<file path="src/rtl/udm_host.sv">
// udm_host: initiator for the UDM UART debug protocol.
// Turns single-word bus requests into escaped UDM command frames for a UART TX
// core and parses the slave's byte responses from a UART RX core.
// Optional build macro UDM_HOST_SYNC_EN: prefix each frame with one unescaped 0x55.
module udm_host #(
    parameter int unsigned RESP_TIMEOUT = 1048576
) (
    input  logic        clk_i,
    input  logic        reset_n_i,
    input  logic        host_req_i,
    input  logic        host_we_i,
    input  logic [31:0] host_addr_bi,
    input  logic [31:0] host_wdata_bi,
    output logic        host_ack_o,
    output logic        host_resp_o,
    output logic        host_err_o,
    output logic [1:0]  host_err_code_bo,
    output logic [31:0] host_rdata_bo,
    output logic        irq_o,
    output logic [7:0]  tx_dout_bo,
    output logic        tx_start_o,
    input  logic        tx_done_tick_i,
    input  logic        rx_done_tick_i,
    input  logic [7:0]  rx_din_bi
);

    localparam int unsigned TW = $clog2(RESP_TIMEOUT + 2);
    localparam int unsigned IW = 4;

    localparam logic [7:0] SYNC     = 8'h55;
    localparam logic [7:0] ESC      = 8'h5A;
    localparam logic [7:0] CMD_WR   = 8'h83;
    localparam logic [7:0] CMD_RD   = 8'h84;
    localparam logic [7:0] WR_SUCC  = 8'h00;
    localparam logic [7:0] ERR_ACK  = 8'h01;
    localparam logic [7:0] ERR_RESP = 8'h02;
    localparam logic [7:0] IRQ      = 8'h80;

`ifdef UDM_HOST_SYNC_EN
    localparam int unsigned SYNC_LEN = 1;
`else
    localparam int unsigned SYNC_LEN = 0;
`endif

    // Index of the last frame byte (sync prefix included when present)
    localparam logic [IW-1:0] LAST_RD = IW'(8 + SYNC_LEN);
    localparam logic [IW-1:0] LAST_WR = IW'(12 + SYNC_LEN);

    typedef enum logic [1:0] {
        S_IDLE,
        S_TX_SEND,
        S_TX_WAIT,
        S_RX_WAIT
    } state_t;

    state_t          state_q, state_n;
    logic            we_q, we_n;
    logic [31:0]     addr_q, addr_n;
    logic [31:0]     wdata_q, wdata_n;
    logic [IW-1:0]   idx_q, idx_n;
    logic            esc_tx_q, esc_tx_n;
    logic            esc_rx_q, esc_rx_n;
    logic [1:0]      rd_cnt_q, rd_cnt_n;
    logic [23:0]     rd_sh_q, rd_sh_n;
    logic [TW-1:0]   tmo_q, tmo_n;

    logic            ack_n, resp_n, err_n, irq_n, start_n;
    logic [1:0]      code_n;
    logic [31:0]     rdata_n;
    logic [7:0]      dout_n;

    logic [IW-1:0]   fidx_c;
    logic            is_sync_c;
    logic [7:0]      fbyte_c;
    logic            need_esc_c;
    logic [IW-1:0]   last_c;
    logic            fin_c;
    logic [1:0]      fin_code_c;
    logic            data_c;

    // Logical frame byte at the current index and whether it needs an escape prefix
    always_comb begin
`ifdef UDM_HOST_SYNC_EN
        is_sync_c = (idx_q == '0);
        fidx_c    = idx_q - IW'(1);
`else
        is_sync_c = 1'b0;
        fidx_c    = idx_q;
`endif
        fbyte_c = 8'h00;
        case (fidx_c)
            4'd0:    fbyte_c = we_q ? CMD_WR : CMD_RD;
            4'd1:    fbyte_c = addr_q[7:0];
            4'd2:    fbyte_c = addr_q[15:8];
            4'd3:    fbyte_c = addr_q[23:16];
            4'd4:    fbyte_c = addr_q[31:24];
            4'd5:    fbyte_c = 8'h04;
            4'd9:    fbyte_c = wdata_q[7:0];
            4'd10:   fbyte_c = wdata_q[15:8];
            4'd11:   fbyte_c = wdata_q[23:16];
            4'd12:   fbyte_c = wdata_q[31:24];
            default: fbyte_c = 8'h00;
        endcase
        if (is_sync_c) begin
            fbyte_c = SYNC;
        end
        need_esc_c = !is_sync_c && ((fbyte_c == SYNC) || (fbyte_c == ESC));
        last_c     = we_q ? LAST_WR : LAST_RD;
    end

    // Next-state and next-output logic
    always_comb begin
        state_n    = state_q;
        we_n       = we_q;
        addr_n     = addr_q;
        wdata_n    = wdata_q;
        idx_n      = idx_q;
        esc_tx_n   = esc_tx_q;
        esc_rx_n   = esc_rx_q;
        rd_cnt_n   = rd_cnt_q;
        rd_sh_n    = rd_sh_q;
        tmo_n      = tmo_q;
        ack_n      = 1'b0;
        resp_n     = 1'b0;
        err_n      = 1'b0;
        code_n     = 2'd0;
        irq_n      = 1'b0;
        start_n    = 1'b0;
        rdata_n    = host_rdata_bo;
        dout_n     = tx_dout_bo;
        fin_c      = 1'b0;
        fin_code_c = 2'd0;
        data_c     = 1'b0;

        case (state_q)
            S_IDLE: begin
                if (host_req_i) begin
                    we_n     = host_we_i;
                    addr_n   = host_addr_bi;
                    wdata_n  = host_wdata_bi;
                    idx_n    = '0;
                    esc_tx_n = 1'b0;
                    esc_rx_n = 1'b0;
                    rd_cnt_n = 2'd0;
                    tmo_n    = '0;
                    ack_n    = 1'b1;
                    state_n  = S_TX_SEND;
                end
            end
            S_TX_SEND: begin
                start_n = 1'b1;
                dout_n  = (need_esc_c && !esc_tx_q) ? ESC : fbyte_c;
                state_n = S_TX_WAIT;
            end
            S_TX_WAIT: begin
                if (tx_done_tick_i) begin
                    if (need_esc_c && !esc_tx_q) begin
                        esc_tx_n = 1'b1;
                        state_n  = S_TX_SEND;
                    end else if (idx_q == last_c) begin
                        esc_tx_n = 1'b0;
                        tmo_n    = '0;
                        state_n  = S_RX_WAIT;
                    end else begin
                        esc_tx_n = 1'b0;
                        idx_n    = idx_q + IW'(1);
                        state_n  = S_TX_SEND;
                    end
                end
            end
            S_RX_WAIT: begin
                if (rx_done_tick_i) begin
                    tmo_n = '0;
                    if (esc_rx_q) begin
                        esc_rx_n = 1'b0;
                        data_c   = 1'b1;
                    end else begin
                        case (rx_din_bi)
                            ESC:      esc_rx_n = 1'b1;
                            IRQ:      irq_n = 1'b1;
                            ERR_ACK:  begin fin_c = 1'b1; fin_code_c = 2'd1; end
                            ERR_RESP: begin fin_c = 1'b1; fin_code_c = 2'd2; end
                            SYNC:     begin end
                            default:  data_c = 1'b1;
                        endcase
                    end
                    if (data_c) begin
                        if (we_q) begin
                            fin_c      = 1'b1;
                            fin_code_c = (!esc_rx_q && (rx_din_bi == WR_SUCC)) ? 2'd0 : 2'd3;
                        end else begin
                            rd_sh_n = {rx_din_bi, rd_sh_q[23:8]};
                            if (rd_cnt_q == 2'd3) begin
                                rdata_n    = {rx_din_bi, rd_sh_q};
                                fin_c      = 1'b1;
                                fin_code_c = 2'd0;
                            end else begin
                                rd_cnt_n = rd_cnt_q + 2'd1;
                            end
                        end
                    end
                end else if (tmo_q > TW'(RESP_TIMEOUT)) begin
                    fin_c      = 1'b1;
                    fin_code_c = 2'd3;
                end else begin
                    tmo_n = tmo_q + TW'(1);
                end
            end
            default: state_n = S_IDLE;
        endcase

        if (fin_c) begin
            resp_n  = 1'b1;
            err_n   = (fin_code_c != 2'd0);
            code_n  = fin_code_c;
            state_n = S_IDLE;
        end
    end

    // State, datapath and registered outputs
    always_ff @(posedge clk_i or negedge reset_n_i) begin
        if (!reset_n_i) begin
            state_q          <= S_IDLE;
            we_q             <= 1'b0;
            addr_q           <= '0;
            wdata_q          <= '0;
            idx_q            <= '0;
            esc_tx_q         <= 1'b0;
            esc_rx_q         <= 1'b0;
            rd_cnt_q         <= 2'd0;
            rd_sh_q          <= '0;
            tmo_q            <= '0;
            host_ack_o       <= 1'b0;
            host_resp_o      <= 1'b0;
            host_err_o       <= 1'b0;
            host_err_code_bo <= 2'd0;
            host_rdata_bo    <= '0;
            irq_o            <= 1'b0;
            tx_dout_bo       <= '0;
            tx_start_o       <= 1'b0;
        end else begin
            state_q          <= state_n;
            we_q             <= we_n;
            addr_q           <= addr_n;
            wdata_q          <= wdata_n;
            idx_q            <= idx_n;
            esc_tx_q         <= esc_tx_n;
            esc_rx_q         <= esc_rx_n;
            rd_cnt_q         <= rd_cnt_n;
            rd_sh_q          <= rd_sh_n;
            tmo_q            <= tmo_n;
            host_ack_o       <= ack_n;
            host_resp_o      <= resp_n;
            host_err_o       <= err_n;
            host_err_code_bo <= code_n;
            host_rdata_bo    <= rdata_n;
            irq_o            <= irq_n;
            tx_dout_bo       <= dout_n;
            tx_start_o       <= start_n;
        end
    end

endmodule

</file>
<file path="config.mk">
export PLATFORM = sky130hd
export DESIGN_NAME = udm_host
export DESIGN_NICKNAME = d
export VERILOG_FILES = /design/src/rtl/udm_host.sv
export SDC_FILE = /design/constraint.sdc
export NUM_CORES = 1
export LEC_CHECK = 0
export BUFFER_PORTS_ARGS = -buffer_cell sky130_fd_sc_hd__buf_2
export CORE_MARGIN = 4
export CORE_UTILIZATION = 57
export CTS_BUF_LIST = sky130_fd_sc_hd__clkbuf_16
export DETAILED_ROUTE_END_ITERATION = 7
export MAX_ROUTING_LAYER = met4
export PLACE_DENSITY = 0.77
export SLEW_MARGIN = 25
export SYNTH_ARGS = -nofsm -noshare
export SYNTH_HDL_FRONTEND = slang
export SYNTH_SLANG_ARGS = --single-unit
</file>
<file path="constraint.sdc">
create_clock -name clk_i -period 4 [get_ports clk_i]
set_clock_uncertainty 0.1 [all_clocks]
set_input_delay 0.4 -clock clk_i [delete_from_list [all_inputs] [get_ports clk_i]]
set_output_delay 0.4 -clock clk_i [all_outputs]
set_load 0.03 [all_outputs]
</file>
# Word level (Yosys, flattened, before mapping)
# Index checks and enable logic that the tools add are counted.
# op_classes
n_mux	67
n_eq_ne	33
magnitude_cmp	1
n_addsub	3
bitwise	1
n_reduce_logical	24
# op_table
op	count
$mux 21	6
$pmux 8 s10	1
$pmux 21 s3	1
$mux 2	19
$eq 8x7->1 const B	4
$mux 1	27
$add 21x1->21 const B	1
$gt 21x21->1 const B	1
$ne 2x2->1 const B	9
$eq 4x4->1 const B	4
$mux 4	4
$reduce_and 6->1	2
$reduce_and 5->1	2
$ne 3x3->1 const B	3
$reduce_and 3->1	3
$eq 4x2->1 const B	2
$eq 4x3->1 const B	2
$eq 8x1->1 const B	1
$eq 8x2->1 const B	1
$eq 8x8->1 const B	1
$logic_not 8->1	1
$mux 8	1
$pmux 2 s2	2
$pmux 4 s2	1
22 further kinds	30
# word_totals
regBits	167
word_cells	147
input_bits	78

# Longest topological paths before layout
# Gate-level depths: netlist of the first run.
# depth
word_depth	11
mapped_depth	13

# Worst setup path before layout of the first run
# Ideal clock, no wire load.
# synth_timing
kind	register to register
start	register idx_q[0], in the netlist fidx_c[0]
end	register tmo_q[0]
path_buffers	1
t_arrival_ps	2592
required_ps	3775
stages_incl_launch_ff	12
setup_ps	125
period_less_slack_ps	2816
path_slack_ps	1184
path_cell_list	dfrtp_1 > inv_1 > ha_1 > clkbuf_1 > a22o_1 > a22oi_1 > o221ai_1 > or4_1 > nand3b_1 > nand2_2 > and3_4 > mux2_2
# synth_between
elab_chain_len	7
word_cells_on_any_way	19
# synth_rtl
element	line	rtl
from (decl)	60	logic [IW-1:0] idx_q, idx_n;
from (signal assigned)	246	idx_q <= idx_n;
$eq 4x4->1, or another cell as far along	91	case (fidx_c)
$pmux 8 s10	91	
$eq 8x7->1	107	need_esc_c = !is_sync_c && ((fbyte_c == SYNC) || (fbyte_c == ESC));
$logic_or 1x1->1	107	
$logic_and 1x1->1	157	if (need_esc_c && !esc_tx_q) begin
$ne 2x2->1 (no source line)	-	
$reduce_and 6->1 (no source line) (*)	-	
to (signal assigned)	251	tmo_q <= tmo_n;
to (decl)	65	logic [TW-1:0] tmo_q, tmo_n;
# Every way passes the cells marked *; elsewhere a longest branch is shown, timed or not.
# A chain may end at the register's enable or synchronous reset.

# Final worst setup path of the first run
# layout_timing
start	register idx_q[1], in the netlist fidx_c[1]
end	register tmo_q[8]
# Same word-level chain as after synthesis.

==> impl_metrics.csv, run 1 <==
group,metric,value,unit
routing,via_count,5710,
timing,timing.hold.ws,-0.02954,ns
yosys,ys_seq_area_frac,0.5243,
yosys,synth-edff-count,0,
yosys,syn_nets,748,
power,p_leak,4.351,nW
yosys,yosysWarningCount,0,
worst_hold_path,hp-class,"input pin to async pin",
global_routing,grt_overflow,0,
timing,hold_violations,46,
finish,drive_above_1_share,0.3887,
global_routing,track_usage,0.2366,
finish,area_growth,15.63,%
floorplan,core_area,13450,um2
global_routing,grt_pass1_vias,5724,
finish,final_cell_area,9218,um2
timing,setup_viol_count_final,0,
placement,io_buffers,124,
job,cap_viol_max_count,0,
global_routing,grt_max_degree,103,
cts,cts_hold_buf,0,
outcome,violations,"hold timing",
finish,num_antenna_cells,0,
global_routing,antenna_found_initial,0,
routing,vias_per_cell,5.960,
worst_setup_path,crit_arrival,3.81,ns
worst_setup_path,critPathLaunchType,"flip-flop",
cts,clk_pin_slew_worst_paths,0.07,ns
routing,wirelength,17.85,mm
yosys,avgSynthCellArea,12.10,um2
outcome,status,"complete, but fails checks",
timing,period_needed,3.594,ns
cts,post_cts_resized,0,
timing,setup_tns,0,ns
timing,fmax,278.2,MHz
cts,cts_tree,"done",
yosys,synth.area.top_cells,"dfrtp_1, mux2_2, mux2_4",
floorplan,dieArea,15940,um2
cts,numClockSinks,167,
yosys,synth-main-ff-cell,"dfrtp_1",
floorplan,fp.dieH,126.3,um
placement,dpl.hpwl,12.63,mm
timing,slew_violations,0,
finish,final_cell_mix,"dfrtp_1, buf_2, mux2_2",
placement,gp_congestion,0.8648,
timing,grt_setup_unrepaired,"no",
power,ir_drop,0.0004663,V
routing,drc,0,
routing,dr.pass1.iters,5,
finish,finalNetCount,858,
floorplan,rows,42,
yosys,synth_area,7971,um2
finish,final_common_cell,"dfrtp_1",
routing,wl_per_cell,18.63,um
cts,clockRootBuffer,"clkbuf_16",
cts,clockBufferDepth,2,
timing,min_period_over_period,0.8985,
cts,post-cts-setup-buffers,0,
floorplan,ios,125,
timing,relSlewSlack,0.4064,
yosys,yosys.area.top_type_share,0.5243,
cts,clk_latency,0.42,ns
worst_setup_path,critPathKind,"flip-flop to flip-flop",
worst_setup_path,timing.critical_path.required,4.21,ns
worst_setup_path,critPathMaxFanout,26,
cts,numCtsBuffers,17,
routing,dr.first_iter.drc_count,617,
cts,cts_max_level,4,
floorplan,die_x,126.3,um
yosys,async_flop_share,1.000,
floorplan,start_util,0.5925,
yosys,synthCells,659,
routing,drtAntennaViolNets,0,
power,power.density,623.0,nW/um2
placement,placed_cell_area,8660,um2
global_routing,grt_first_pass_wirelength,29.55,mm
timing,max_slew.worst_pin.slew,0.8903,ns
yosys,synth_seq_cells,167,
yosys,synth_area_leader_cell,"dfrtp_1",
worst_setup_path,end_kind,"flip-flop",
yosys,ys_types,63,
-- path summary, 6_finish.rpt --
kind / startpoint / cells after the start / slack, ns / endpoint
min: reset_n_i / 1 / -0.03 / wdata_q[21]
max in group asynchronous: reset_n_i / 2 / 2.77 / tmo_q[16]
min in group clk_i: host_we_i / 3 / 0.09 / we_q
min reg2reg: rd_sh_q[2] / 1 / 0.40 / host_rdata_bo[2]
max reg2reg: fidx_c[1] / 10 / 0.41 / tmo_q[8]
max: fidx_c[1] / 10 / 0.41 / tmo_q[8]
-- worst max-delay path: stages (launching register included) --
cell       delay (ns)
dfrtp_1          0.44
inv_1            0.10
ha_1             0.39
a22oi_1          0.24
nor2_1           0.06
a2111oi_1        0.75
or4_1            0.22
nand3b_1         0.17
nand2_2          0.38
nand2_1          0.29
o31ai_1          0.34
-- kinds of logic (layout without fill, tap and decap cells) --
kind of cell	after synthesis	in the layout	synth area share
AOI/OAI and AO/OA	126	126	0.1096
xor gates and xnor gates	1	1	0.001099
adders and majority gates	11	11	0.01727
buffers and inverters	60	183	0.03610
DFF	167	167	0.5243
muxes	138	138	0.2075
and+or+nand+nor	156	156	0.1042
-- cell usage after synthesis, types with 6 or more instances --
library cell	count
nand2_1	32
o2bb2ai_1	7
nor3_1	12
o21ai_0	34
nor2_1	27
dfrtp_1	167
a31oi_1	7
a22oi_1	10
ha_1	11
nor2b_1	7
a21oi_1	16
buf_6	6
mux2_4	30
inv_1	20
mux2_2	98
mux2i_1	10
nand2b_1	10
nand4_1	7
clkbuf_1	20
buf_2	8
a22o_1	10
nand3_1	22
o22ai_1	6
-- flip-flops by register name (all words and copies together) (netlist names) --
signal	count
addr_q	32
esc_rx_q	1
rd_cnt_q	2
host_err_o	1
fidx_c	4
host_ack_o	1
host_rdata_bo	32
irq_o	1
tx_dout_bo	8
state_q	2
host_resp_o	1
wdata_q	32
tx_start_o	1
esc_tx_q	1
we_q	1
tmo_q	21
rd_sh_q	24
host_err_code_bo	2
-- cell type report --
cell class | instances | area [um2]
clock buffer | 17 | 425.4
timing repair buffer | 131 | 679.4
tap | 176 | 220.2
inverter | 20 | 75.07
sequential | 167 | 4179
multi-input combinational | 432 | 3512
fill | 996 | 4235
clock inverter | 15 | 126.4
-- metal layers --
layer / vias up / share of wire / global-route usage
met1: 2885 / 0.45 / 0.3240
li1: 2640 / - / -
met3: 26 / 0.049 / 0.04530
met4: 0 / 0.017 / 0.07192
met2: 159 / 0.49 / 0.3624
met5: - / 0 / -
-- through the flow --
step | cells | power [W] | worst slack [ns] | util
2_1_floorplan | 659 | 0.003712 | 1.184 | -
3_3_place_gp | 926 | 0.004111 | 0.5360 | 0.6437
3_5_place_dp | 926 | 0.004202 | 0.2273 | 0.6437
4_1_cts | 958 | 0.005773 | 0.2534 | 0.6847
5_1_grt | 958 | 0.006072 | 0.06329 | 0.6852
6_report | 958 | 0.005742 | 0.4059 | 0.6852
-- power by group --
part / internal (W) / total [W] / switching [W]
clock network: 0.000859 / 0.00154 / 0.000686
registers: 0.00222 / 0.00258 / 0.000356
logic: 0.000768 / 0.00162 / 0.000851
total: 0.00385 / 0.00574 / 0.00189
No activity file was read; power rests on OpenSTA's default activity.
==> run 2: changes to the inputs <==
==> constraint.sdc (replaced) <==
create_clock -name clk_i -period 4 [get_ports clk_i]
set_clock_uncertainty 0.1 [all_clocks]
set_input_delay 0.8 -clock clk_i [delete_from_list [all_inputs] [get_ports clk_i]]
set_output_delay 0.8 -clock clk_i [all_outputs]
set_load 0.03 [all_outputs]
==> impl_metrics.csv, run 2 (synthesis results as in run 1) <==
group,metric,value,unit
cts,post_cts_resized,0,
cts,cts_max_level,4,
outcome,status,"finished, final reports clean",
power,ir_drop,0.0003875,V
floorplan,core_area,13450,um2
timing,fmax,281.6,MHz
global_routing,grt_first_pass_wirelength,30.35,mm
cts,clk_pin_slew_worst_paths,0.07,ns
cts,numCtsBuffers,17,
worst_setup_path,crit_buf_inv,1,
worst_setup_path,reg2reg_slack,0.45,ns
cts,clk_latency,0.44,ns
floorplan,rows,42,
timing,hold_violations,0,
global_routing,antenna_found_initial,0,
finish,drive_above_1_share,0.3929,
routing,wl_per_cell,18.92,um
cts,numClockSinks,167,
placement,gp_congestion,0.8900,
global_routing,grt_overflow,0,
worst_setup_path,critPathKind,"flip-flop to flip-flop",
cts,post-cts-setup-buffers,0,
worst_setup_path,critPathMaxFanout,26,
finish,final_cell_mix,"dfrtp_1, buf_2, mux2_2",
timing,slew_violations,0,
finish,utilization,0.6916,
finish,reg_top3,"addr_q: 32 flops, host_rdata_bo: 32 flops, wdata_q: 32 flops",
power,p_leak,4.398,nW
timing,max_slew.worst_pin.slew,0.8381,ns
power,power.density,632.5,nW/um2
floorplan,start_util,0.5925,
job,cap_viol_max_count,0,
cts,cts_tree,"done",
finish,num_antenna_cells,0,
worst_setup_path,timing.critical_path.required,4.24,ns
worst_setup_path,end_kind,"flip-flop",
floorplan,die_x,126.3,um
cts,clockRootBuffer,"clkbuf_16",
global_routing,grt_max_degree,89,
routing,dr.pass1.iters,5,
worst_setup_path,rr_worst_depth,10,
routing,dr.first_iter.drc_count,572,
placement,io_buffers,124,
global_routing,grt_pass1_vias,5856,
timing,setup_viol_count_final,0,
worst_setup_path,crit_arrival,3.79,ns
floorplan,dieArea,15940,um2
worst_hold_path,hp-class,"input pin to async pin",
worst_setup_path,worstPathCellList,"inv_1 > ha_1 > a22oi_1 > nor2_1 > a2111oi_1 > or4_1 > nand3b_1 > nand2_2 > nand2_1 > o31ai_1",
routing,drc,0,
timing,min_period_over_period,0.8877,
finish,final_common_cell,"dfrtp_1",
cts,clockBufferDepth,2,
timing,grt_setup_unrepaired,"no",
timing,relSlewSlack,0.4399,
finish,finalNetCount,860,
global_routing,track_usage,0.2429,
worst_setup_path,crit_start,"fidx_c[1]",
worst_setup_path,reg2reg_to,"tmo_q[8]",
routing,vias_per_cell,5.951,
worst_setup_path,critPathLaunchType,"flip-flop",
timing,period_needed,3.551,ns
worst_setup_path,r2r-start,"fidx_c[1]",
placement,dpl.hpwl,12.62,mm
worst_setup_path,slowest_delay,0.77,ns
timing,setup_tns,0,ns
cts,cts_hold_buf,0,
floorplan,ios,125,
routing,drtAntennaViolNets,0,
routing,via_count,5713,
routing,wirelength,18.16,mm
worst_setup_path,critical-path-slowest-cell,"a2111oi_1",
floorplan,fp.dieH,126.3,um
finish,area_growth,16.72,%
worst_setup_path,cpLargestDelayFamily,"compound AO/OA/AOI/OAI gates",
## run 2: layout make-up
type | count | area (um2)
clock buffer | 17 | 425.4
tap | 176 | 220.2
fill | 979 | 4149
clock inverter | 15 | 175.2
sequential | 167 | 4179
inverter | 20 | 75.07
timing repair buffer | 133 | 719.4
multi-input combinational | 432 | 3510
## run 2: how the worst max path moves through the flow
stage | end | slack, ns | depth (start not counted)
after floorplan | host_rdata_bo[0] | 0.95 | 11
after global placement | tmo_q[0] | 0.55 | 9
after detailed placement | tmo_q[0] | 0.33 | 8
after CTS | tmo_q[0] | 0.32 | 9
after global routing | tmo_q[8] | 0.23 | 10
final | tmo_q[8] | 0.45 | 10
## run 2: where the power goes
group	internal [W]	total [W]	switching [W]
Clock	0.000986	0.00168	0.000696
Combinational	0.000780	0.00164	0.000856
Sequential	0.00222	0.00257	0.000346
## run 2: metrics by stage
stage	instances	setup slack, ns	hold WS, ns	total power (W)	cell area [um2]
2_1_floorplan	659	0.9460	0.3727	0.003712	7971
3_3_place_gp	928	0.5452	0.3847	0.004117	8700
3_5_place_dp	928	0.3314	0.3905	0.004210	8700
4_1_cts	960	0.3207	0.3719	0.005909	9300
5_1_grt	960	0.2323	0.3938	0.006223	9304
6_report	960	0.4492	0.3274	0.005885	9304
## run 2: worst reg2reg max path, delay by kind of cell (launching register included)
family | cells | cell delay (ns)
buf+inv | 1 | 0.09
simple gates | 5 | 1.14
compound gates | 3 | 1.30
fa+ha+maj | 1 | 0.39
flops | 1 | 0.44
## run 2: per-layer routing
layer  share of wire  global-route usage  wire, um
met1            0.44              0.3242      8042
met2            0.49              0.3778      8935
met3           0.053             0.05504       956
met4           0.012             0.06877       227
met5               0                   -         0
